**src/rtl/i2c_arbiter_if.sv**
```systemverilog
// i2c_arbiter_if: bundles the two requester ports (m0_*, m1_*) and the
// i2c_dri command/response signals used by i2c_arbiter.
//   slave  modport : arbiter side (requester commands and i2c_dri responses in,
//                    requester responses and i2c_dri commands out)
//   master modport : environment side (requesters plus i2c_dri), the mirror image
// WIDTH sets the width of every reg_num field.
interface i2c_arbiter_if #(parameter int WIDTH = 8);
  // requester 0
  logic             m0_exec, m0_rh_wl, m0_bit_ctrl;
  logic [6:0]       m0_slave_addr;
  logic [15:0]      m0_addr;
  logic [7:0]       m0_data_w;
  logic [WIDTH-1:0] m0_reg_num;
  logic [7:0]       m0_data_r;
  logic             m0_byte_done, m0_ack, m0_done, m0_err, m0_busy;
  // requester 1
  logic             m1_exec, m1_rh_wl, m1_bit_ctrl;
  logic [6:0]       m1_slave_addr;
  logic [15:0]      m1_addr;
  logic [7:0]       m1_data_w;
  logic [WIDTH-1:0] m1_reg_num;
  logic [7:0]       m1_data_r;
  logic             m1_byte_done, m1_ack, m1_done, m1_err, m1_busy;
  // i2c_dri side
  logic             i2c_exec, i2c_rh_wl, bit_ctrl;
  logic [6:0]       slave_addr;
  logic [15:0]      i2c_addr;
  logic [7:0]       i2c_data_w;
  logic [WIDTH-1:0] reg_num;
  logic [7:0]       i2c_data_r;
  logic             i2c_done, once_byte_done, i2c_ack;

  modport slave (
    input  m0_exec, m0_rh_wl, m0_slave_addr, m0_addr, m0_data_w, m0_bit_ctrl, m0_reg_num,
    input  m1_exec, m1_rh_wl, m1_slave_addr, m1_addr, m1_data_w, m1_bit_ctrl, m1_reg_num,
    input  i2c_data_r, i2c_done, once_byte_done, i2c_ack,
    output m0_data_r, m0_byte_done, m0_ack, m0_done, m0_err, m0_busy,
    output m1_data_r, m1_byte_done, m1_ack, m1_done, m1_err, m1_busy,
    output i2c_exec, i2c_rh_wl, slave_addr, i2c_addr, i2c_data_w, bit_ctrl, reg_num
  );

  modport master (
    output m0_exec, m0_rh_wl, m0_slave_addr, m0_addr, m0_data_w, m0_bit_ctrl, m0_reg_num,
    output m1_exec, m1_rh_wl, m1_slave_addr, m1_addr, m1_data_w, m1_bit_ctrl, m1_reg_num,
    output i2c_data_r, i2c_done, once_byte_done, i2c_ack,
    input  m0_data_r, m0_byte_done, m0_ack, m0_done, m0_err, m0_busy,
    input  m1_data_r, m1_byte_done, m1_ack, m1_done, m1_err, m1_busy,
    input  i2c_exec, i2c_rh_wl, slave_addr, i2c_addr, i2c_data_w, bit_ctrl, reg_num
  );
endinterface

```
**src/rtl/i2c_arbiter.sv**
```systemverilog
// i2c_arbiter: shares one i2c_dri between two requesters (m0, m1).
// Each requester posts a command with a one-cycle mX_exec pulse; the command
// is latched and held pending (mX_busy) until its transfer completes.  Pending
// requests are granted round-robin, issued to i2c_dri with a one-cycle
// i2c_exec, and byte-level responses are routed back to the granted requester.
// A WAIT watchdog aborts a transfer after TIMEOUT cycles with mX_err = 1.
// Ports:
//   clk   - i2c driver clock (dri_clk)
//   rst_n - asynchronous active-low reset
//   bus   - i2c_arbiter_if.slave (requester and i2c_dri signals)
module i2c_arbiter #(
  parameter int WIDTH   = 8,
  parameter int TIMEOUT = 65535
) (
  input logic           clk,
  input logic           rst_n,
  i2c_arbiter_if.slave  bus
);

  typedef enum logic [1:0] {IDLE, ISSUE, WAIT, DONE} state_t;

  localparam logic [15:0] TLIM = 16'(TIMEOUT - 1);

  state_t           state;
  logic             grant, last_grant, pick;
  logic [1:0]       pend, done_q, err_q, sel;
  logic [15:0]      tcnt;

  // requester inputs gathered into indexable form
  logic [1:0]       exec_in, rw_in, bc_in;
  logic [6:0]       sa_in   [2];
  logic [15:0]      addr_in [2];
  logic [7:0]       dw_in   [2];
  logic [WIDTH-1:0] rn_in   [2];

  // per-requester command registers
  logic [1:0]       c_rw, c_bc;
  logic [6:0]       c_sa   [2];
  logic [15:0]      c_addr [2];
  logic [WIDTH-1:0] c_rn   [2];
  logic [7:0]       data_r_q [2];

  // registered i2c_dri command outputs
  logic             exec_q, rw_q, bc_q;
  logic [6:0]       sa_q;
  logic [15:0]      addr_q;
  logic [WIDTH-1:0] rn_q;

  assign exec_in    = {bus.m1_exec, bus.m0_exec};
  assign rw_in      = {bus.m1_rh_wl, bus.m0_rh_wl};
  assign bc_in      = {bus.m1_bit_ctrl, bus.m0_bit_ctrl};
  assign sa_in[0]   = bus.m0_slave_addr;
  assign sa_in[1]   = bus.m1_slave_addr;
  assign addr_in[0] = bus.m0_addr;
  assign addr_in[1] = bus.m1_addr;
  assign dw_in[0]   = bus.m0_data_w;
  assign dw_in[1]   = bus.m1_data_w;
  assign rn_in[0]   = bus.m0_reg_num;
  assign rn_in[1]   = bus.m1_reg_num;

  // On a tie the requester that was not served last wins.
  assign pick = (&pend) ? ~last_grant : pend[1];
  // One-hot of the requester currently connected to i2c_dri responses.
  assign sel  = (state == WAIT) ? (grant ? 2'b10 : 2'b01) : 2'b00;

  // Request capture.  A new exec during the requester's own done cycle is
  // accepted: the set takes priority over the clear.
  always_ff @(posedge clk or negedge rst_n) begin
    if (!rst_n) begin
      pend <= '0;
      c_rw <= '0;
      c_bc <= '0;
      for (int unsigned i = 0; i < 2; i++) begin
        c_sa[i]     <= '0;
        c_addr[i]   <= '0;
        c_rn[i]     <= '0;
        data_r_q[i] <= '0;
      end
    end else begin
      for (int unsigned i = 0; i < 2; i++) begin
        if (exec_in[i] && (!pend[i] || done_q[i])) begin
          pend[i]   <= 1'b1;
          c_rw[i]   <= rw_in[i];
          c_bc[i]   <= bc_in[i];
          c_sa[i]   <= sa_in[i];
          c_addr[i] <= addr_in[i];
          c_rn[i]   <= rn_in[i];
        end else if (done_q[i]) begin
          pend[i] <= 1'b0;
        end
        if (sel[i]) data_r_q[i] <= bus.i2c_data_r;
      end
    end
  end

  // Arbitration / transfer FSM.  exec_q and done_q/err_q are set on the
  // transition into ISSUE/DONE so they are high exactly during that state.
  always_ff @(posedge clk or negedge rst_n) begin
    if (!rst_n) begin
      state      <= IDLE;
      grant      <= 1'b0;
      last_grant <= 1'b1;
      tcnt       <= '0;
      exec_q     <= 1'b0;
      rw_q       <= 1'b0;
      bc_q       <= 1'b0;
      sa_q       <= '0;
      addr_q     <= '0;
      rn_q       <= '0;
      done_q     <= '0;
      err_q      <= '0;
    end else begin
      exec_q <= 1'b0;
      done_q <= '0;
      err_q  <= '0;
      case (state)
        IDLE: if (|pend) begin
          grant  <= pick;
          exec_q <= 1'b1;
          rw_q   <= c_rw[pick];
          bc_q   <= c_bc[pick];
          sa_q   <= c_sa[pick];
          addr_q <= c_addr[pick];
          rn_q   <= c_rn[pick];
          tcnt   <= '0;
          state  <= ISSUE;
        end
        ISSUE: begin
          tcnt  <= '0;
          state <= WAIT;
        end
        WAIT: begin
          if (bus.i2c_done) begin
            done_q[grant] <= 1'b1;
            state         <= DONE;
          end else if (tcnt == TLIM) begin
            // this WAIT cycle is the TIMEOUT-th one
            done_q[grant] <= 1'b1;
            err_q[grant]  <= 1'b1;
            state         <= DONE;
          end else begin
            tcnt <= tcnt + 16'd1;
          end
        end
        DONE: begin
          last_grant <= grant;
          state      <= IDLE;
        end
        default: state <= IDLE;
      endcase
    end
  end

  assign bus.i2c_exec   = exec_q;
  assign bus.i2c_rh_wl  = rw_q;
  assign bus.bit_ctrl   = bc_q;
  assign bus.slave_addr = sa_q;
  assign bus.i2c_addr   = addr_q;
  assign bus.reg_num    = rn_q;
  // Write data is live so a requester can refresh it after each byte_done;
  // forced to zero when idle so it is quiet in and after reset.
  assign bus.i2c_data_w = (state == IDLE) ? '0 : dw_in[grant];

  assign bus.m0_byte_done = sel[0] & bus.once_byte_done;
  assign bus.m1_byte_done = sel[1] & bus.once_byte_done;
  assign bus.m0_ack       = sel[0] & bus.i2c_ack;
  assign bus.m1_ack       = sel[1] & bus.i2c_ack;
  assign bus.m0_data_r    = sel[0] ? bus.i2c_data_r : data_r_q[0];
  assign bus.m1_data_r    = sel[1] ? bus.i2c_data_r : data_r_q[1];
  assign bus.m0_done      = done_q[0];
  assign bus.m1_done      = done_q[1];
  assign bus.m0_err       = err_q[0];
  assign bus.m1_err       = err_q[1];
  assign bus.m0_busy      = pend[0];
  assign bus.m1_busy      = pend[1];

endmodule

```
**src/flat_wrapper.sv**
```systemverilog
// flat-port wrapper written by rule: the top's interface ports become plain ports
module i2c_arbiter_flat 
#(
  parameter int WIDTH   = 8,
  parameter int TIMEOUT = 65535
)
  (clk, rst_n, bus_m0_exec, bus_m0_rh_wl, bus_m0_slave_addr, bus_m0_addr, bus_m0_data_w, bus_m0_bit_ctrl, bus_m0_reg_num, bus_m1_exec, bus_m1_rh_wl, bus_m1_slave_addr, bus_m1_addr, bus_m1_data_w, bus_m1_bit_ctrl, bus_m1_reg_num, bus_i2c_data_r, bus_i2c_done, bus_once_byte_done, bus_i2c_ack, bus_m0_data_r, bus_m0_byte_done, bus_m0_ack, bus_m0_done, bus_m0_err, bus_m0_busy, bus_m1_data_r, bus_m1_byte_done, bus_m1_ack, bus_m1_done, bus_m1_err, bus_m1_busy, bus_i2c_exec, bus_i2c_rh_wl, bus_slave_addr, bus_i2c_addr, bus_i2c_data_w, bus_bit_ctrl, bus_reg_num);
  i2c_arbiter_if #(.WIDTH(WIDTH)) bus_i ();
  input logic clk;
  input logic rst_n;
  input wire logic [$bits(bus_i.m0_exec)-1:0] bus_m0_exec;
  input wire logic [$bits(bus_i.m0_rh_wl)-1:0] bus_m0_rh_wl;
  input wire logic [$bits(bus_i.m0_slave_addr)-1:0] bus_m0_slave_addr;
  input wire logic [$bits(bus_i.m0_addr)-1:0] bus_m0_addr;
  input wire logic [$bits(bus_i.m0_data_w)-1:0] bus_m0_data_w;
  input wire logic [$bits(bus_i.m0_bit_ctrl)-1:0] bus_m0_bit_ctrl;
  input wire logic [$bits(bus_i.m0_reg_num)-1:0] bus_m0_reg_num;
  input wire logic [$bits(bus_i.m1_exec)-1:0] bus_m1_exec;
  input wire logic [$bits(bus_i.m1_rh_wl)-1:0] bus_m1_rh_wl;
  input wire logic [$bits(bus_i.m1_slave_addr)-1:0] bus_m1_slave_addr;
  input wire logic [$bits(bus_i.m1_addr)-1:0] bus_m1_addr;
  input wire logic [$bits(bus_i.m1_data_w)-1:0] bus_m1_data_w;
  input wire logic [$bits(bus_i.m1_bit_ctrl)-1:0] bus_m1_bit_ctrl;
  input wire logic [$bits(bus_i.m1_reg_num)-1:0] bus_m1_reg_num;
  input wire logic [$bits(bus_i.i2c_data_r)-1:0] bus_i2c_data_r;
  input wire logic [$bits(bus_i.i2c_done)-1:0] bus_i2c_done;
  input wire logic [$bits(bus_i.once_byte_done)-1:0] bus_once_byte_done;
  input wire logic [$bits(bus_i.i2c_ack)-1:0] bus_i2c_ack;
  output wire logic [$bits(bus_i.m0_data_r)-1:0] bus_m0_data_r;
  output wire logic [$bits(bus_i.m0_byte_done)-1:0] bus_m0_byte_done;
  output wire logic [$bits(bus_i.m0_ack)-1:0] bus_m0_ack;
  output wire logic [$bits(bus_i.m0_done)-1:0] bus_m0_done;
  output wire logic [$bits(bus_i.m0_err)-1:0] bus_m0_err;
  output wire logic [$bits(bus_i.m0_busy)-1:0] bus_m0_busy;
  output wire logic [$bits(bus_i.m1_data_r)-1:0] bus_m1_data_r;
  output wire logic [$bits(bus_i.m1_byte_done)-1:0] bus_m1_byte_done;
  output wire logic [$bits(bus_i.m1_ack)-1:0] bus_m1_ack;
  output wire logic [$bits(bus_i.m1_done)-1:0] bus_m1_done;
  output wire logic [$bits(bus_i.m1_err)-1:0] bus_m1_err;
  output wire logic [$bits(bus_i.m1_busy)-1:0] bus_m1_busy;
  output wire logic [$bits(bus_i.i2c_exec)-1:0] bus_i2c_exec;
  output wire logic [$bits(bus_i.i2c_rh_wl)-1:0] bus_i2c_rh_wl;
  output wire logic [$bits(bus_i.slave_addr)-1:0] bus_slave_addr;
  output wire logic [$bits(bus_i.i2c_addr)-1:0] bus_i2c_addr;
  output wire logic [$bits(bus_i.i2c_data_w)-1:0] bus_i2c_data_w;
  output wire logic [$bits(bus_i.bit_ctrl)-1:0] bus_bit_ctrl;
  output wire logic [$bits(bus_i.reg_num)-1:0] bus_reg_num;
  assign bus_i.m0_exec = bus_m0_exec;
  assign bus_i.m0_rh_wl = bus_m0_rh_wl;
  assign bus_i.m0_slave_addr = bus_m0_slave_addr;
  assign bus_i.m0_addr = bus_m0_addr;
  assign bus_i.m0_data_w = bus_m0_data_w;
  assign bus_i.m0_bit_ctrl = bus_m0_bit_ctrl;
  assign bus_i.m0_reg_num = bus_m0_reg_num;
  assign bus_i.m1_exec = bus_m1_exec;
  assign bus_i.m1_rh_wl = bus_m1_rh_wl;
  assign bus_i.m1_slave_addr = bus_m1_slave_addr;
  assign bus_i.m1_addr = bus_m1_addr;
  assign bus_i.m1_data_w = bus_m1_data_w;
  assign bus_i.m1_bit_ctrl = bus_m1_bit_ctrl;
  assign bus_i.m1_reg_num = bus_m1_reg_num;
  assign bus_i.i2c_data_r = bus_i2c_data_r;
  assign bus_i.i2c_done = bus_i2c_done;
  assign bus_i.once_byte_done = bus_once_byte_done;
  assign bus_i.i2c_ack = bus_i2c_ack;
  assign bus_m0_data_r = bus_i.m0_data_r;
  assign bus_m0_byte_done = bus_i.m0_byte_done;
  assign bus_m0_ack = bus_i.m0_ack;
  assign bus_m0_done = bus_i.m0_done;
  assign bus_m0_err = bus_i.m0_err;
  assign bus_m0_busy = bus_i.m0_busy;
  assign bus_m1_data_r = bus_i.m1_data_r;
  assign bus_m1_byte_done = bus_i.m1_byte_done;
  assign bus_m1_ack = bus_i.m1_ack;
  assign bus_m1_done = bus_i.m1_done;
  assign bus_m1_err = bus_i.m1_err;
  assign bus_m1_busy = bus_i.m1_busy;
  assign bus_i2c_exec = bus_i.i2c_exec;
  assign bus_i2c_rh_wl = bus_i.i2c_rh_wl;
  assign bus_slave_addr = bus_i.slave_addr;
  assign bus_i2c_addr = bus_i.i2c_addr;
  assign bus_i2c_data_w = bus_i.i2c_data_w;
  assign bus_bit_ctrl = bus_i.bit_ctrl;
  assign bus_reg_num = bus_i.reg_num;
  i2c_arbiter #(.WIDTH(WIDTH), .TIMEOUT(TIMEOUT)) u_core (.clk(clk), .rst_n(rst_n), .bus(bus_i));
endmodule
```
**config.mk**
```make
export PLATFORM = sky130hd
export DESIGN_NAME = i2c_arbiter_flat
export DESIGN_NICKNAME = d
export VERILOG_FILES = /design/src/rtl/i2c_arbiter_if.sv /design/src/rtl/i2c_arbiter.sv /design/src/flat_wrapper.sv
export SDC_FILE = /design/constraint.sdc
export NUM_CORES = 1
export LEC_CHECK = 0
export CELL_PAD_IN_SITES_DETAIL_PLACEMENT = 1
export CELL_PAD_IN_SITES_GLOBAL_PLACEMENT = 1
export CORE_MARGIN = 2
export CORE_UTILIZATION = 38
export DETAILED_ROUTE_END_ITERATION = 8
export GPL_ROUTABILITY_DRIVEN = 0
export GPL_TIMING_DRIVEN = 1
export PLACE_DENSITY_LB_ADDON = 0.1
export SLEW_MARGIN = 30
export SYNTH_ARGS = -nofsm -noshare
export SYNTH_HDL_FRONTEND = slang
export SYNTH_SLANG_ARGS = --single-unit
```
**constraint.sdc**
```tcl
create_clock -name clk -period 2.61 [get_ports clk]
set_clock_uncertainty 0.1 [all_clocks]
set_input_delay 0.261 -clock clk [delete_from_list [all_inputs] [get_ports clk]]
set_output_delay 0.261 -clock clk [all_outputs]
set_load 0.02 [all_outputs]
```
After elaboration in Yosys (flattened, before gate mapping)
Cells that the tools add are included.
{"block": "classes", "add_sub_neg": 1, "mul": 0, "div_mod_pow": 0, "n_lt_le_gt_ge": 5, "eq_ne": 8, "shifts": 0, "n_mux": 43, "bitwise": 7, "n_reduce_logical": 16}
{"cell": "$mux 16", "n": 6}
{"cell": "$mux 8", "n": 9}
{"cell": "$pmux 16 s3", "n": 1}
{"cell": "$mux 7", "n": 3}
{"cell": "$mux 2", "n": 10}
{"cell": "$add 16x1->16 const B", "n": 1}
{"cell": "$eq 16x16->1 const B", "n": 1}
{"cell": "$mux 1", "n": 12}
{"cell": "$pmux 2 s4", "n": 1}
{"cell": "$reduce_and 2->1", "n": 3}
{"cell": "$and 1x1->1", "n": 4}
{"cell": "$eq 2x2->1 const B", "n": 2}
{"cell": "$ge 2x2->1 const B", "n": 2}
{"cell": "$lt 1x2->1 const B", "n": 2}
{"cell": "$ne 2x2->1 const B", "n": 2}
{"cell": "$not 1->2", "n": 2}
{"cell": "$reduce_and 4->1", "n": 1}
{"cell": "$reduce_bool 2->1", "n": 2}
{"cell": "$logic_and 1x1->1", "n": 3}
{"cell": "$ne 3x3->1 const B", "n": 1}
{"cell": "$reduce_bool 3->1", "n": 1}
{"cell": "$eq 2x1->1 const B", "n": 1}
{"cell": "$logic_not 1->1", "n": 2}
{"cell": "$logic_not 2->1", "n": 1}
{"cell": "other kinds (6)", "n": 7}
{"block": "totals", "reg_bits": 142, "latch_bits": 0, "ramBits": 0, "mem_bits_ro": 0, "in_bits": 97, "output_inout_bits": 68, "word_cells": 106, "memories": 0}

Depth between registers and ports, before layout
Gate-level depths: netlist of run 1.
{"block": "depth", "ltp_word": 7, "ltp_mapped": 9}

Least setup slack after synthesis of run 1
OpenSTA, ideal clock, no wires.
{"block": "synth_path", "path_type": "reg-to-output", "from": "register u_core.state[0]", "to": "output bus_m0_data_r[1]", "arrival_ns": 1.619, "setup_slack_ns": 0.630, "stages_incl_launch_ff": 7, "path_buffers": 2, "cell_sequence": "dfrtp_1 inv_1 ha_1 buf_4 nand2b_1 clkbuf_1 mux2_2"}
{"block": "synth_between", "elab_chain_len": 3}
{"element": "start, declared", "line": "i2c_arbiter.sv:24", "source": "state_t state;"}
{"element": "start signal, assigned", "line": "i2c_arbiter.sv:100", "source": "state <= IDLE;"}
{"element": "start signal, assigned", "line": "i2c_arbiter.sv:126", "source": "state <= ISSUE;"}
{"element": "start signal, assigned", "line": "i2c_arbiter.sv:130", "source": "state <= WAIT;"}
{"element": "$eq 2x2->1", "line": "i2c_arbiter.sv:64", "source": "assign sel = (state == WAIT) ? (grant ? 2'b10 : 2'b01) : 2'b00;"}
{"element": "$mux 2", "line": "i2c_arbiter.sv:64"}
{"element": "$mux 8", "line": "i2c_arbiter.sv:168", "source": "assign bus.m0_data_r = sel[0] ? bus.i2c_data_r : data_r_q[0];"}
{"element": "end, declared", "line": "flat_wrapper.sv:29", "source": "output wire logic [$bits(bus_i.m0_data_r)-1:0] bus_m0_data_r;"}
Every way passes these cells.

Final worst setup path of run 1
{"block": "layout_path", "from": "register u_core.state[0]", "to": "output bus_m0_data_r[2]"}
Same word-level chain as after synthesis.

==> reports/qor.txt, run 1 <==
=================================================================================
Syn Nets                                                                      623
Synth Instances                                                               520
Number of remaining DRC errors                                                  0
Height of the die                                                          133 um
Total vias in the final route                                               4,692
Mean instance size in the synthesized netlist                           12.2 um^2
Initial core utilization                                                    0.386
Horiz. Die Dim                                                             133 um
Top flip-flop cell by instance count after synthesis                 sky130_fd_sc_hd__dfrtp_1
Number of warning messages in the yosys log                                     0
Post-synthesis cell type count                                                 45
Count of maximum capacitance violations                                         0
Detail Route Antenna Nets                                                       0
Reg clk slew, reported paths                                              0.06 ns
Period Utilization, post-route                                              0.951
Count of endpoints failing setup in the final report                            0
Area of the core region                                               0.0165 mm^2
Result of the run                                                       completed
First-pass detailed-route iteration total                                       4
Worst setup path class                                                    reg2out
Most used standard cell by instance count after synthesis            sky130_fd_sc_hd__dfrtp_1
Upper clock frequency limit                                             0.403 GHz
RSZ-0062 raised after global routing                                        false
Critical Path AT                                                          2.12 ns
Type of the most critical hold path                                      in2async
Biggest area contributors in the synthesized netlist                 sky130_fd_sc_hd__dfrtp_1 56%, sky130_fd_sc_hd__mux2_2 15%, sky130_fd_sc_hd__mux2i_1 6.5%
Layout cell share with drive strength beyond 1                              0.197
Insertion delay of the later-clocked pin in the worst-skew pair           0.42 ns
Non-filler cells in the finished layout                                       915
Die area                                                              0.0178 mm^2
Vias in the first global route                                              5,226
Number of antenna violations at the first check in global routing               0
Proportion of synthesized chip area in sequential cells                     0.560
Worst hold-check slack                                                   0.330 ns
Commonest cells post-synth                                           141 x sky130_fd_sc_hd__dfrtp_1, 83 x sky130_fd_sc_hd__mux2_2, 61 x sky130_fd_sc_hd__nand2_1, 41 x sky130_fd_sc_hd__mux2i_1, 33 x sky130_fd_sc_hd__o21ai_0
Post-detail-place hpwl                                                  11,800 um
Max-slew violations                                                             0
Power per cell area                                                  1190 mW/mm^2
Average routed wire per standard cell                                     18.8 um
Root Buffer Master                                                   sky130_fd_sc_hd__clkbuf_16
Aggregate routed wire length                                            17,200 um
Average via count per standard cell                                          5.13
Cell leakage power                                                     0.00392 uW
Total number of H-tree levels                                                   4
Yosys top cell area share                                                   0.555
Post-CTS setup buffer count                                                     0
Post-layout nets                                                              785
Global-route wire length before repair                                  27,800 um
GR Util All Layers                                                          0.200
I/O pins                                                                      165
Clock tree from TritonCTS                                                     yes
Deepest clock path buffer count                                                 2
1st-iter DRT viols                                                            190
Area of the mapped netlist                                           0.00635 mm^2
Number of enable flip-flop cells after synthesis                                0
Max-Slew Margin vs Limit                                                    0.498
Total of buffers placed on input and output ports                             164
Total negative slack for setup checks                                        0 ns
Worst-path fanout max                                                          12
Pin count of the biggest net entering global routing                           76
Count of final hold-check violations                                            0
Number of antenna cells inserted                                                0
# rows                                                                         47
Worst-Margin Slew                                                        0.750 ns
Placed Cells incl. Taps                                                       882
Sum of overflow across all layers after global routing                          0
Max VDD drop                                                               590 uV
Final Core Density                                                          0.537
Worst setup EP type                                                  primary output
Total clock buffers created by CTS                                             17
Post-synthesis to final-layout area growth                                  39.3%
Fraction of synthesis flops using an asynchronous set or reset pin           1.00
Fillers                                                                     1,699
Shortest period the worst path allows                                     2.48 ns
#FFs+latches synth                                                            142
Req. time, crit path                                                      2.25 ns
Worst setup SP type                                                     flip-flop
Cell type with the highest aggregate area in the netlist             sky130_fd_sc_hd__dfrtp_1
Clock Sinks                                                                   142
=================================================================================
## placed cells by master, fill, tap and decap left out, types with 4 or more instances in the layout
| cell type | instances |
|---|---|
| sky130_fd_sc_hd__a221o_1 | 6 |
| sky130_fd_sc_hd__a31oi_1 | 4 |
| sky130_fd_sc_hd__and3_1 | 8 |
| sky130_fd_sc_hd__buf_4 | 9 |
| sky130_fd_sc_hd__clkbuf_1 | 4 |
| sky130_fd_sc_hd__clkbuf_16 | 17 |
| sky130_fd_sc_hd__clkdlybuf4s50_1 | 145 |
| sky130_fd_sc_hd__dfrtp_1 | 141 |
| sky130_fd_sc_hd__dlygate4sd2_1 | 16 |
| sky130_fd_sc_hd__ha_1 | 6 |
| sky130_fd_sc_hd__inv_1 | 7 |
| sky130_fd_sc_hd__mux2_2 | 83 |
| sky130_fd_sc_hd__mux2i_1 | 41 |
| sky130_fd_sc_hd__nand2_1 | 60 |
| sky130_fd_sc_hd__nand2b_1 | 8 |
| sky130_fd_sc_hd__nand3_1 | 8 |
| sky130_fd_sc_hd__nand4_1 | 7 |
| sky130_fd_sc_hd__nor2_1 | 20 |
| sky130_fd_sc_hd__nor3b_1 | 9 |
| sky130_fd_sc_hd__o211ai_1 | 4 |
| sky130_fd_sc_hd__o21ai_0 | 33 |
## report_power, final
part,leakage [uW],internal (uW),switching (uW)
Sequential,0.00175,3160,489
Clock,0.000281,1530,910
Combinational,0.00189,2150,2290
## through the flow
step                      setup WS (ns)  total power (uW)  instance area [um^2]
after detailed placement          0.204              8290                  8250
final                             0.129             10500                  8850
after global routing             0.0137             11200                  8850
after CTS                        0.0450             10700                  8840
after floorplan                   0.630              6360                  6350
after global placement            0.280              8050                  8250
## final timing paths
kind	from	endpoint	slack [ns]	cells after the start
max	u_core.state[0]	bus_m0_data_r[2]	0.13	6
min	rst_n	u_core.c_rn[10]	0.33	2
max reg2reg	u_core.state[0]	u_core.tcnt[14]	0.26	6
min reg2reg	u_core.bus.i2c_addr[5]	u_core.bus.i2c_addr[5]	0.38	2
max in group asynchronous	rst_n	u_core.last_grant	1.27	3
min in group clk	bus_m0_exec	u_core.pend[0]	0.34	2
## area by class of cell
cell class / instances / area [um^2] / area share
clock buffers: 22 / 454 / 0.0513
clock inverters: 10 / 136 / 0.0154
inverters: 7 / 26.3 / 0.00297
multi-input cells: 336 / 2630 / 0.297
flip-flops and latches: 142 / 3550 / 0.402
well taps: 220 / 275 / 0.0311
repair buffers: 178 / 1780 / 0.201
## worst max-delay path, stage by stage (launching register included)
cell,delay [ns]
sky130_fd_sc_hd__dfrtp_1,0.40
sky130_fd_sc_hd__inv_1,0.08
sky130_fd_sc_hd__ha_1,0.26
sky130_fd_sc_hd__nand2b_1,0.12
sky130_fd_sc_hd__buf_6,0.16
sky130_fd_sc_hd__mux2_2,0.37
sky130_fd_sc_hd__dlygate4sd2_1,0.33
## what timing repair did
item,CTS,global route
gates cloned,0,0
hold buffers,1,0
resized for setup,18,3
endpoints found under the setup margin,18,8
hold endpoints to repair,73,0
pin swaps,0,0
## state kept, by name, summed over array words and instances, names as in the netlist
| register | flops |
|---|---|
| u_core.bus.i2c_exec | 1 |
| u_core.state | 2 |
| u_core.c_bc | 2 |
| u_core.tcnt | 16 |
| u_core.pend | 2 |
| u_core.last_grant | 1 |
| u_core.c_rw | 2 |
| u_core.c_rn | 16 |
| u_core.c_addr | 32 |
| u_core.grant | 1 |
| u_core.bus.reg_num | 8 |
| u_core.err_q | 2 |
| u_core.done_q | 2 |
| u_core.data_r_q | 16 |
| u_core.bus.bit_ctrl | 1 |
| u_core.bus.i2c_rh_wl | 1 |
| u_core.c_sa | 14 |
| u_core.bus.i2c_addr | 16 |
| u_core.bus.slave_addr | 7 |
## cells by family after synthesis
group | Yosys count | share of synthesized area
AOI/OAI and AO/OA | 66 | 0.0723
adders and majority gates | 6 | 0.0118
buffers and inverters | 42 | 0.0319
DFF | 142 | 0.560
muxes | 125 | 0.214
and+or+nand+nor | 139 | 0.111
## metal layers
layer / GRT usage / wire length, um
met1: 0.239 / 7100
met2: 0.351 / 8840
met3: 0.0582 / 1060
met4: 0.0591 / 195
met5: 0 / 0
Power figures use the tool's default switching activity.
==> run 2: changes to the inputs <==
- ABC_AREA: unset -> 1
- CORE_UTILIZATION: 38 -> 37
==> run 2 against run 1 <==
Net effect: cell area shrank 0.91%; final cell count grew 14%; power grew 3.6%; sequential power grew 2%; clock-buffer cell count shrank 3; setup slack lost 0.029 ns; routed wire length grew 4.5%; utilization shrank 0.68 points; critical path depth is the same; combinational power grew 7.7%; sequential share of layout area grew 0.38 points.
==> reports/qor.txt, run 2 <==
=====================================================================================
Area of combinational cells with multiple inputs                         0.00243 mm^2   -7.3%
Shortest period the worst path allows                                         2.51 ns   +0.0291 ns
Number of antenna cells inserted                                                    0   unchanged
Layout cell share with drive strength beyond 1                                  0.157   -0.0404
Worst setup SP type                                                         flip-flop
Power, Total                                                                10,900 uW   +3.6%
Post-layout nets                                                                  913   +16%
Largest family of logic cells by synthesized area                        simple AND/OR/NAND/NOR gates
Max-Slew Margin vs Limit                                                        0.558   +0.0596
Number of remaining DRC errors                                                      0   unchanged
Storage cell area                                                        0.00356 mm^2   about the same
First-pass detailed-route iteration total                                           4   unchanged
Clock tree from TritonCTS                                                         yes
Reg clk slew, reported paths                                                  0.06 ns   about the same
Root Buffer Master                                                       sky130_fd_sc_hd__clkbuf_16
Yosys top cell area share                                                       0.566   +0.0109
Cell type with the highest aggregate area in the netlist                 sky130_fd_sc_hd__dfrtp_1
Req. time, crit path                                                          2.25 ns   about the same
Xor/xnor share of the synthesized area                                        0.00281   +0.00281
Area of the core region                                                   0.0165 mm^2   +0.36%
Aggregate routed wire length                                                18,000 um   +4.5%
Vias in the first global route                                                  5,688   +8.8%
Critical Path AT                                                              2.15 ns   +0.03 ns
Fraction of synthesis flops using an asynchronous set or reset pin               1.00   unchanged
Initial core utilization                                                        0.377   -0.00879
Sum of overflow across all layers after global routing                              0   unchanged
Global-route wire length before repair                                      29,300 um   +5.6%
RSZ-0062 raised after global routing                                            false
Pin count of the biggest net entering global routing                               71   -6.6%
Max VDD drop                                                                   846 uV   +43%
Average via count per standard cell                                              4.94   -3.7%
Detail Route Antenna Nets                                                           0   unchanged
Simple-Gate Fraction of Synth Area                                              0.169   +0.0584
Mean instance size in the synthesized netlist                               9.78 um^2   -20%
Synth Instances                                                                   637   +23%
Number of warning messages in the yosys log                                         0   unchanged
Clock Sinks                                                                       142   unchanged
Height of the die                                                              134 um   +0.35%
Number of antenna violations at the first check in global routing                   0   unchanged
Worst-Margin Slew                                                            0.663 ns   -0.0866 ns
Type of the most critical hold path                                          in2async
CP max-delay cell                                                        sky130_fd_sc_hd__clkdlybuf4s50_1
#FFs+latches synth                                                                142   unchanged
Post-synthesis cell type count                                                     29   -36%
Insertion delay of the later-clocked pin in the worst-skew pair               0.42 ns   about the same
Syn Nets                                                                          740   +19%
Die area                                                                  0.0179 mm^2   +0.69%
Max-slew violations                                                                 0   unchanged
Fillers                                                                         1,842   +8.4%
Result of the run                                                           completed
Area of the mapped netlist                                               0.00623 mm^2   -1.9%
Post-CTS setup buffer count                                                         0   unchanged
Total negative slack for setup checks                                            0 ns   unchanged
Top flip-flop cell by instance count after synthesis                     sky130_fd_sc_hd__dfrtp_1
I/O pins                                                                          165   unchanged
Leading cell types in the layout, fill and taps excluded                 140 x sky130_fd_sc_hd__dfrtp_1, 139 x sky130_fd_sc_hd__nand2_1, 138 x sky130_fd_sc_hd__clkdlybuf4s50_1, 91 x sky130_fd_sc_hd__nor2_1, 81 x sky130_fd_sc_hd__o21ai_0
Count of endpoints failing setup in the final report                                0   unchanged
Commonest cells post-synth                                               141 x sky130_fd_sc_hd__dfrtp_1, 141 x sky130_fd_sc_hd__nand2_1, 91 x sky130_fd_sc_hd__nor2_1, 86 x sky130_fd_sc_hd__o21ai_0, 59 x sky130_fd_sc_hd__mux2_2
Number of enable flip-flop cells after synthesis                                    0   unchanged
Total number of H-tree levels                                                       4   unchanged
Biggest area contributors in the synthesized netlist                     sky130_fd_sc_hd__dfrtp_1 57%, sky130_fd_sc_hd__mux2_2 11%, sky130_fd_sc_hd__nand2_1 8.5%
Total of buffers placed on input and output ports                                 164   unchanged
Most frequent standard cell in the layout excluding fill and tap cells   sky130_fd_sc_hd__dfrtp_1
Cell leakage power                                                         0.00403 uW   +2.7%
Power per cell area                                                      1240 mW/mm^2   +4.5%
Synthesized-area fraction occupied by ao, oa, aoi and oai cells                0.0844   +0.0121
Worst setup EP type                                                      primary output
Cells along the critical path                                            inv_1 -> ha_1 -> inv_2 -> o21ai_0 -> nor2_1 -> clkdlybuf4s50_1
# rows                                                                             47   unchanged
Flip-flop count of the largest register after layout                               32   unchanged
Post-synthesis to final-layout area growth                                      40.8%
GR Util All Layers                                                              0.211   +0.0110
Worst setup path class                                                        reg2out
Count of maximum capacitance violations                                             0   unchanged
Proportion of synthesized chip area in sequential cells                         0.571   +0.0110
Total clock buffers created by CTS                                                 17   unchanged
Horiz. Die Dim                                                                 134 um   +0.35%
Synthesized-area fraction occupied by adder cells                              0.0121   +0.000233
Deepest clock path buffer count                                                     2   unchanged
Average routed wire per standard cell                                         17.2 um   -8.3%
Worst-path fanout max                                                              10   -2
1st-iter DRT viols                                                                151   -21%
Reg with most FFs                                                        u_core.c_addr
Post-detail-place hpwl                                                      12,800 um   +9.1%
Period Utilization, post-route                                                  0.962   +0.0111
Delay of the slowest cell on the worst path                                   0.61 ns   +0.21 ns
Portion of netlist area occupied by mux cells                                   0.119   -0.0942
Upper clock frequency limit                                                 0.398 GHz   -1.2%
Count of final hold-check violations                                                0   unchanged
Total vias in the final route                                                   5,148   +9.7%
=====================================================================================
-- run 2: layer usage --
metal / track usage / part of all wire / vias up
li1: - / - / 2417
met1: 0.250 / 0.42 / 2587
met2: 0.379 / 0.52 / 121
met3: 0.0518 / 0.044 / 23
met4: 0.0626 / 0.016 / 0
met5: 0 / 0 / -
-- run 2: layout make-up --
| cell class | count | share of cell area |
|---|---|---|
| sequential | 142 | 0.406 |
| tap | 220 | 0.0314 |
| inverter | 33 | 0.0141 |
| clock buffer | 19 | 0.0517 |
| multi-input combinational | 437 | 0.278 |
| timing repair buffer | 179 | 0.204 |
| clock inverter | 13 | 0.0160 |
-- run 2: kinds of logic (layout without fill, tap and decap cells) --
family,after synthesis,count (layout)
simple gates,262,262
flops,142,142
compound gates,101,101
mux,66,66
buf+inv,58,244
fa+ha+maj,6,6
xor+xnor,2,2
-- run 2: what timing repair did --
| item | in CTS | in global routing |
|---|---|---|
| hold buffers | 1 | 0 |
| hold endpoints to repair | 65 | 0 |
| pin swaps | 0 | 0 |
| endpoints found under the setup margin | 21 | 7 |
| resized for setup | 29 | 7 |
-- run 2: final timing paths --
| kind | startpoint | to | slack (ns) | cells past startpoint |
|---|---|---|---|---|
| max | u_core.state[0] | bus_i2c_data_w[1] | 0.1 | 6 |
| min | rst_n | u_core.bus.slave_addr[5] | 0.30 | 2 |
| max reg2reg | u_core.state[0] | u_core.tcnt[4] | 0.55 | 10 |
| min reg2reg | u_core.bus.i2c_addr[0] | u_core.bus.i2c_addr[0] | 0.38 | 2 |
| max in group asynchronous | rst_n | u_core.c_rn[8] | 1.34 | 3 |
| min in group clk | bus_m0_slave_addr[4] | u_core.c_sa[11] | 0.34 | 2 |
-- run 2: through the flow --
stage / cells / area (um^2) / util / setup slack [ns] / hold WS [ns]
2_1_floorplan: 637 / 6230 / - / 0.544 / -0.135
3_3_place_gp: 1010 / 8160 / 0.494 / 0.237 / 0.204
3_5_place_dp: 1010 / 8160 / 0.494 / 0.173 / 0.211
4_1_cts: 1043 / 8750 / 0.530 / 0.0136 / 0.321
5_1_grt: 1043 / 8770 / 0.531 / 0.00607 / 0.330
6_report: 1043 / 8770 / 0.531 / 0.0997 / 0.303
-- run 2: power by group --
group | internal, uW | switching [uW]
combinational | 2030 | 2750
clock | 1460 | 944
sequential | 3210 | 516
-- run 2: worst max-delay path, delay by kind of cell (launching register included) --
family | cells | cell delay (ns)
AOI/OAI and AO/OA | 1 | 0.12
adders and majority gates | 1 | 0.25
buffers and inverters | 3 | 0.87
DFF | 1 | 0.39
and+or+nand+nor | 1 | 0.11
